`src/rtl/octacq_dac_pkg.sv`:
```
// Shared constants and types for the DAC output stage.
package octacq_dac_pkg;

  localparam logic [13:0] MIDSCALE   = 14'h2000;
  localparam logic [8:0]  UNITY_GAIN = 9'd256;

  typedef enum logic [1:0] {
    StIdle     = 2'd0,
    StRampUp   = 2'd1,
    StRun      = 2'd2,
    StRampDown = 2'd3
  } ramp_state_e;

endpackage

```
`src/rtl/gain_ramp_ctrl.sv`:
```
// Soft-start gain sequencer: ramps gain 0 <-> unity one LSB every RAMP_DIV cycles.
module gain_ramp_ctrl
  import octacq_dac_pkg::*;
#(
  parameter int unsigned GAIN_W   = 9,
  parameter int unsigned RAMP_DIV = 50
) (
  input  logic              clk50MHz,
  input  logic              rstn,
  input  logic              enable,
  output logic [GAIN_W-1:0] gain,
  output logic              ramp_busy,
  output logic              at_full
);

  localparam int unsigned DIV_W = (RAMP_DIV > 1) ? $clog2(RAMP_DIV) : 1;
  localparam logic [DIV_W-1:0]  DIV_LAST = DIV_W'(RAMP_DIV - 1);
  localparam logic [GAIN_W-1:0] UNITY    = GAIN_W'(1) << (GAIN_W - 1);
  localparam logic [GAIN_W-1:0] ONE      = GAIN_W'(1);

  ramp_state_e       state_q, state_d;
  logic [DIV_W-1:0]  div_q, div_d;
  logic [GAIN_W-1:0] gain_q, gain_d;
  logic              busy_q, busy_d;
  logic              full_q, full_d;

  always_ff @(posedge clk50MHz or negedge rstn) begin
    if (!rstn) begin
      state_q <= StIdle;
      div_q   <= '0;
      gain_q  <= '0;
      busy_q  <= 1'b0;
      full_q  <= 1'b0;
    end else begin
      state_q <= state_d;
      div_q   <= div_d;
      gain_q  <= gain_d;
      busy_q  <= busy_d;
      full_q  <= full_d;
    end
  end

  // Divider clears on every state change so each first step takes a full period.
  always_comb begin
    state_d = state_q;
    div_d   = div_q;
    gain_d  = gain_q;
    case (state_q)
      StIdle: begin
        gain_d = '0;
        div_d  = '0;
        if (enable) state_d = StRampUp;
      end
      StRampUp: begin
        if (!enable) begin
          state_d = StRampDown;
          div_d   = '0;
        end else if (div_q == DIV_LAST) begin
          div_d  = '0;
          gain_d = gain_q + ONE;
          if (gain_q == UNITY - ONE) state_d = StRun;
        end else begin
          div_d = div_q + 1'b1;
        end
      end
      StRun: begin
        gain_d = UNITY;
        div_d  = '0;
        if (!enable) state_d = StRampDown;
      end
      StRampDown: begin
        if (enable) begin
          state_d = StRampUp;
          div_d   = '0;
        end else if (gain_q == '0) begin
          state_d = StIdle;
          div_d   = '0;
        end else if (div_q == DIV_LAST) begin
          div_d  = '0;
          gain_d = gain_q - ONE;
          if (gain_q == ONE) state_d = StIdle;
        end else begin
          div_d = div_q + 1'b1;
        end
      end
      default: begin
        state_d = StIdle;
        div_d   = '0;
        gain_d  = '0;
      end
    endcase
  end

  // Status flags are registered from the next state so they change with it.
  always_comb begin
    busy_d = (state_d == StRampUp) || (state_d == StRampDown);
    full_d = (state_d == StRun);
  end

  assign gain      = gain_q;
  assign ramp_busy = busy_q;
  assign at_full   = full_q;

endmodule

```
`src/rtl/dac_softstart_gate.sv`:
```
// DAC output stage: scales offset-binary samples by a soft-start gain, 2-cycle registered path.
module dac_softstart_gate
  import octacq_dac_pkg::*;
#(
  parameter int unsigned DATA_W   = 14,
  parameter int unsigned GAIN_W   = 9,
  parameter int unsigned RAMP_DIV = 50
) (
  input  logic              clk50MHz,
  input  logic              rstn,
  input  logic [DATA_W-1:0] sine_in,
  input  logic              sine_valid,
  input  logic              enable,
  output logic [DATA_W-1:0] dac_data,
  output logic              dac_valid,
  output logic              ramp_busy,
  output logic              at_full
);

  localparam int unsigned       PROD_W = DATA_W + GAIN_W + 1;
  localparam logic [DATA_W-1:0] MID    = {1'b1, {(DATA_W - 1){1'b0}}};

  logic [GAIN_W-1:0]        gain;
  logic signed [DATA_W-1:0] s1_sample;
  logic signed [GAIN_W:0]   s1_gain;
  logic signed [PROD_W-1:0] prod_q;
  logic                     vld1_q;
  logic [DATA_W-1:0]        q_w;
  logic [DATA_W-1:0]        dac_q;
  logic                     dac_vld_q;

  gain_ramp_ctrl #(
    .GAIN_W   (GAIN_W),
    .RAMP_DIV (RAMP_DIV)
  ) u_ramp (
    .clk50MHz  (clk50MHz),
    .rstn      (rstn),
    .enable    (enable),
    .gain      (gain),
    .ramp_busy (ramp_busy),
    .at_full   (at_full)
  );

  // Offset binary to two's complement is an MSB flip.
  always_comb begin
    s1_sample = $signed({~sine_in[DATA_W-1], sine_in[DATA_W-2:0]});
    s1_gain   = $signed({1'b0, gain});
    q_w       = DATA_W'(prod_q >>> (GAIN_W - 1));
  end

  always_ff @(posedge clk50MHz or negedge rstn) begin
    if (!rstn) begin
      prod_q    <= '0;
      vld1_q    <= 1'b0;
      dac_q     <= MID;
      dac_vld_q <= 1'b0;
    end else begin
      prod_q    <= PROD_W'(s1_sample) * PROD_W'(s1_gain);
      vld1_q    <= sine_valid;
      dac_vld_q <= vld1_q;
      if (vld1_q) dac_q <= {~q_w[DATA_W-1], q_w[DATA_W-2:0]};
    end
  end

  assign dac_data  = dac_q;
  assign dac_valid = dac_vld_q;

endmodule

```
`config.mk`:
```
export PLATFORM = sky130hd
export DESIGN_NAME = dac_softstart_gate
export DESIGN_NICKNAME = d
export VERILOG_FILES = /design/src/rtl/octacq_dac_pkg.sv /design/src/rtl/gain_ramp_ctrl.sv /design/src/rtl/dac_softstart_gate.sv
export SDC_FILE = /design/constraint.sdc
export NUM_CORES = 1
export LEC_CHECK = 0
export ABC_CLOCK_PERIOD_IN_PS = 13700
export BUFFER_PORTS_ARGS = -buffer_cell sky130_fd_sc_hd__buf_2
export CAP_MARGIN = 20
export CELL_PAD_IN_SITES_DETAIL_PLACEMENT = 1
export CELL_PAD_IN_SITES_GLOBAL_PLACEMENT = 2
export CORE_AREA = 2 2 150 152
export DETAILED_ROUTE_END_ITERATION = 12
export DIE_AREA = 0 0 152 154
export PLACE_DENSITY_LB_ADDON = 0.1
export SYNTH_ARGS = -nofsm -noshare
export SYNTH_HDL_FRONTEND = slang
export SYNTH_SLANG_ARGS = --single-unit
```
`constraint.sdc`:
```
create_clock -name clk50MHz -period 13.7 [get_ports clk50MHz]
set_input_delay 2.74 -clock clk50MHz [delete_from_list [all_inputs] [get_ports clk50MHz]]
set_output_delay 2.74 -clock clk50MHz [all_outputs]
set_load 0.005 [all_outputs]
```
# [Yosys cells after proc, flatten, opt, wreduce, memory -nomap -nowiden]
# Index checks and enable logic that the tools add are counted.
# W data, S select, Z words.
[op_classes] add_sub_neg=3 multipliers=1 eq_ne=14 n_mux=21 n_bitwise=2 reduce_logical=5
[op_table] op="$mux W9" n=5
[op_table] op="$pmux W9 S4" n=1
[op_table] op="$mux W6" n=4
[op_table] op="$mul A14 B10 Y22" n=1
[op_table] op="$mux W2" n=9
[op_table] op="$pmux W6 S3" n=1
[op_table] op="$add A9 B1 Y9 const B" n=1
[op_table] op="$eq A9 B1 Y1 const B" n=1
[op_table] op="$eq A9 B8 Y1 const B" n=1
[op_table] op="$logic_not A9 Y1" n=1
[op_table] op="$sub A9 B1 Y9 const B" n=1
[op_table] op="$eq A2 B2 Y1 const B" n=4
[op_table] op="$pmux W2 S4" n=1
[op_table] op="$add A6 B1 Y6 const B" n=1
[op_table] op="$eq A6 B6 Y1 const B" n=1
[op_table] op="$ne A2 B2 Y1 const B" n=3
[op_table] op="$reduce_and A5 Y1" n=1
[op_table] op="$eq A2 B1 Y1 const B" n=2
[op_table] op="$ne A2 B1 Y1 const B" n=2
[op_table] op="$logic_not A2 Y1" n=1
[op_table] op="$not A1 Y1" n=2
[op_table] op="$reduce_or A2 Y1" n=1
[op_table] op="$logic_or A1 B1 Y1" n=1
[totals] register_bits=57 in_bits=18 output_inout_bits=17 word_cells=55

# [Longest topological paths before layout]
[depth] word_depth=8 ltp_mapped=20 ltp_nobuf=18

# [By module]
# Synthesis repeated with hierarchy kept, for this count alone.
[hier_totals] cells_unflattened=666 area_unflattened_um2=6391.1
[by_module_without_submodules] mod="dac_softstart_gate" n_inst=1 cells_per_inst=534 area_each_um2=5152.4 seq_area_each_um2=752.0
[by_module_without_submodules] mod="gain_ramp_ctrl" n_inst=1 cells_per_inst=132 area_each_um2=1238.7 seq_area_each_um2=450.4

# [Worst setup path after synthesis]
# No wires, ideal clock.
[synth_path] path_type="input -> register" startpoint="input sine_in[13]" endpoint="register prod_q[21]" setup_time_ns=0.069 arrival_time_ns=7.428 required_ns=13.631 setup_slack_ns=6.203 cell_stages=18 n_path_buf=0 cell_sequence="nand2b_1 inv_1 fa_1 inv_1 fa_1 inv_1 fa_1 fa_1 inv_1 fa_1 inv_1 ha_1 a21o_1 a211o_1 inv_1 a31oi_1 or4_1 nand3_1"
[synth_via] elab_chain_len=2
[synth_rtl] element="from (decl)" line_no="dac_softstart_gate.sv:11" rtl="input logic [DATA_W-1:0] sine_in,"
[synth_rtl] element="$not A1 Y1" line_no="dac_softstart_gate.sv:46" rtl="s1_sample = $signed({~sine_in[DATA_W-1], sine_in[DATA_W-2:0]});"
[synth_rtl] element="$mul A14 B10 Y22" line_no="dac_softstart_gate.sv:58" rtl="prod_q <= PROD_W'(s1_sample) * PROD_W'(s1_gain);"
[synth_rtl] element="to (signal assigned)" line_no="dac_softstart_gate.sv:58"
[synth_rtl] element="to (decl)" line_no="dac_softstart_gate.sv:26" rtl="logic signed [PROD_W-1:0] prod_q;"
# Every way passes these cells.
# A chain may end at the register's enable or synchronous reset.

# [Worst setup path in the final report]
# Ends and elaborated chain as after synthesis.

==> run summary <==
Status: finished, final reports clean
Initial antenna violation count: 0
Yosys top cell by area: fa_1
Avg Synthesized Cell Area: 9.356 µm²
Total GRT Usage: 0.1467
Min-Delay Path Class: reg -> reg
Root Buffer: clkbuf_16
Clk pin slew, worst setup/hold paths: 0.07 ns
Total Wirelength: 16.06 mm
WHS Path Cells: 1
Skew final: 0.01110 ns
Global-route wire length before repair: 27.36 mm
Critical path startpoint category: input pin
Endpoints failing hold: 0
Number of synthesized register bits: 48
Commonest non-fill, non-tap cell in the layout: inv_1
Max Freq: 0.1308 GHz
Detailed-route via count: 4566
Dominant cells by area after synthesis: fa_1, dfrtp_1, ha_1, inv_1, and2_1
Final HPWL from detailed placement: 12.60 mm
Internal Power: 0.0003579 W
Hold Buf Count CTS: 0
RSZ-0062 raised after global routing: no
Number of library cell types mapped by synthesis: 53
Post-synth EDFFs: 0
Reg2reg end: prod_q[21]$_DFF_PN0_
Post-route minimum period: 7.645 ns
Critical path type: in -> reg
Number of CTS-inserted buffers: 5
Flop pwr share: 0.372
Area growth, synth to finish: 9.328%
Hold Path End: dac_data[13]$_DFFE_PN1P_
Commonest cells after routing, fill and taps aside: inv_1, fa_1, nand2_1
Reg2Reg Depth: 18
Vias in the first global route: 5179
Port bufs: 34
Tot Pwr: 0.0005463 W
Die Wd: 152 µm
Clock Tree Buf Depth: 2
Most common flop cell mapped by yosys: dfrtp_1
GP Congestion: 0.7909
Share of cells above drive strength 1: 0.09477
Worst r2r src: u_ramp.gain[1]$_DFFE_PN0P_
Data required, critical path: 13.94 ns
Synth async-reset ratio: 1.000
Clock power frac: 0.305
DRC: 0
Pre-Repair DR Iteration Count: 4
Ys Warns: 0
Cell row count: 54
Final period utilization: 0.5580
Net count after synthesis: 862
Hold slack: 0.4682 ns
Top-area cell type share of the netlist area: 0.3097
Static Leak: 3.637 nW
Slew headroom: 0.4169
Remaining global-route overflow: 0
Die H: 154 µm
Peak VDD IR: 60.57 µV
Cell Area, Synth: 6465 µm²
Starting Density: 0.2981
Final Setup Violations: 0
Largest net degree at the start of global routing: 49
Comb power frac: 0.323
Number of placed I/O pins: 35
Slew @ Worst Pin: 0.8747 ns
Syn Inst Count: 691
Wire per inst: 16.27 µm
Sequential cell area: 1202 µm²
Die Area: 23410 µm²
CTS tree: built
Maximum capacitance violations: 0
# clock sinks: 48
Count of pins over their slew limit: 0
Nets: 877
CP arrival: 7.88 ns
Pwr dens: 77.30 nW/µm²
H-tree depth: 2
Clk_lat worst skew: 0.30 ns
Setup Fix Bufs, Post-CTS: 0
Fillers: 2506
Worst reg2reg setup slack: 7.78 ns
Sequential area share after synthesis: 0.1860
CTS resizes: 0
Footprint of the multi-input gates: 4596 µm²
Core Region: 21690 µm²
CP max FO: 9
Setup tns final: 0 ns
Remaining antenna violation count after routing: 0
Via-to-Cell Ratio: 4.626
Initial DRC count: 123
Switching power: 0.0001884 W
Kind of end point of the critical path: flop
Diodes inserted: 0
Hold_sp: prod_q[21]$_DFF_PN0_
Sw frac: 0.3448
power by group through the flow:
stage | logic, W | registers [W] | clock network (W)
6_report | 0.000176 | 0.000203 | 0.000167
5_1_grt | 0.000205 | 0.000210 | 0.000179
4_1_cts | 0.000184 | 0.000205 | 0.000174
3_5_place_dp | 0.000183 | 0.000208 | 0
3_3_place_gp | 0.000180 | 0.000206 | 0
2_1_floorplan | 0.000132 | 0.000191 | 0
kinds of logic (layout without fill, tap and decap cells):
kind of cell	Yosys count	count (layout)	synth area share
compound gates	60	60	0.06116
xor+xnor	32	32	0.04335
fa+ha+maj	153	153	0.4122
buf+inv	171	187	0.1032
flops	48	48	0.1860
mux	17	17	0.02884
simple gates	210	210	0.1653
layer usage:
metal / part of all wire / up-vias / GRT usage / wire, µm
met5: 0 / - / 0 / 0
met4: 0.010 / 0 / 0.03071 / 167
met3: 0.015 / 8 / 0.01297 / 237
met2: 0.50 / 25 / 0.2572 / 8105
met1: 0.47 / 2385 / 0.1983 / 7545
li1: - / 2148 / - / -
worst max-delay path, stage by stage:
cell      delay, ns
buf_2          0.16
nand2b_1       0.18
inv_1          0.12
fa_1           0.66
inv_1          0.16
fa_1           0.56
inv_1          0.05
fa_1           0.46
fa_1           0.54
inv_1          0.05
fa_1           0.49
inv_1          0.04
ha_1           0.35
a21o_1         0.22
a211o_1        0.30
inv_1          0.08
a31oi_1        0.13
or4_1          0.51
nand3_1        0.09
worst max-delay path by stage:
stage                            from                   end  slack [ns]  cells after the start
after CTS                 sine_in[13]  prod_q[21]$_DFF_PN0_        6.02                     19
final                     sine_in[13]  prod_q[21]$_DFF_PN0_        6.05                     19
after global routing       sine_in[7]  prod_q[21]$_DFF_PN0_        5.70                     19
after floorplan           sine_in[13]  prod_q[21]$_DFF_PN0_        6.20                     18
after detailed placement  sine_in[13]  prod_q[21]$_DFF_PN0_        5.72                     19
after global placement    sine_in[13]  prod_q[21]$_DFF_PN0_        5.78                     19
synth_stat cells (7+ instances only):
| cell | instances |
|---|---|
| xnor2_1 | 21 |
| clkbuf_1 | 18 |
| o21ai_0 | 16 |
| ha_1 | 53 |
| fa_1 | 100 |
| dfrtp_1 | 47 |
| nand3_1 | 10 |
| mux2_2 | 13 |
| xor2_1 | 11 |
| nor2_1 | 26 |
| a21oi_1 | 12 |
| nor2b_1 | 7 |
| and2_1 | 61 |
| nand2_1 | 74 |
| inv_1 | 142 |
metrics by stage:
stage / setup slack (ns) / util / cells / cell area, µm²
finish: 6.055 / 0.3259 / 987 / 7068
global route: 5.703 / 0.3259 / 987 / 7068
CTS: 6.016 / 0.3259 / 987 / 7068
detailed placement: 5.716 / 0.3169 / 979 / 6874
global placement: 5.780 / 0.3169 / 979 / 6874
floorplan: 6.203 / - / 691 / 6465
flip-flops by register name, summed over array words and instances, names as in the netlist:
| signal | count |
|---|---|
| dac_data | 14 |
| dac_valid | 1 |
| prod_q | 14 |
| u_ramp.at_full | 1 |
| u_ramp.div_q | 6 |
| u_ramp.gain | 9 |
| u_ramp.ramp_busy | 1 |
| u_ramp.state_q | 1 |
| vld1_q | 1 |
cell type report:
cell class,instances,area share
sequential,48,0.1701
inverter,142,0.07541
timing repair buffer,37,0.02726
clock buffer,5,0.01770
clock inverter,3,0.009736
multi-input combinational,472,0.6502
tap,280,0.04957
No activity file was read; power rests on OpenSTA's default activity.
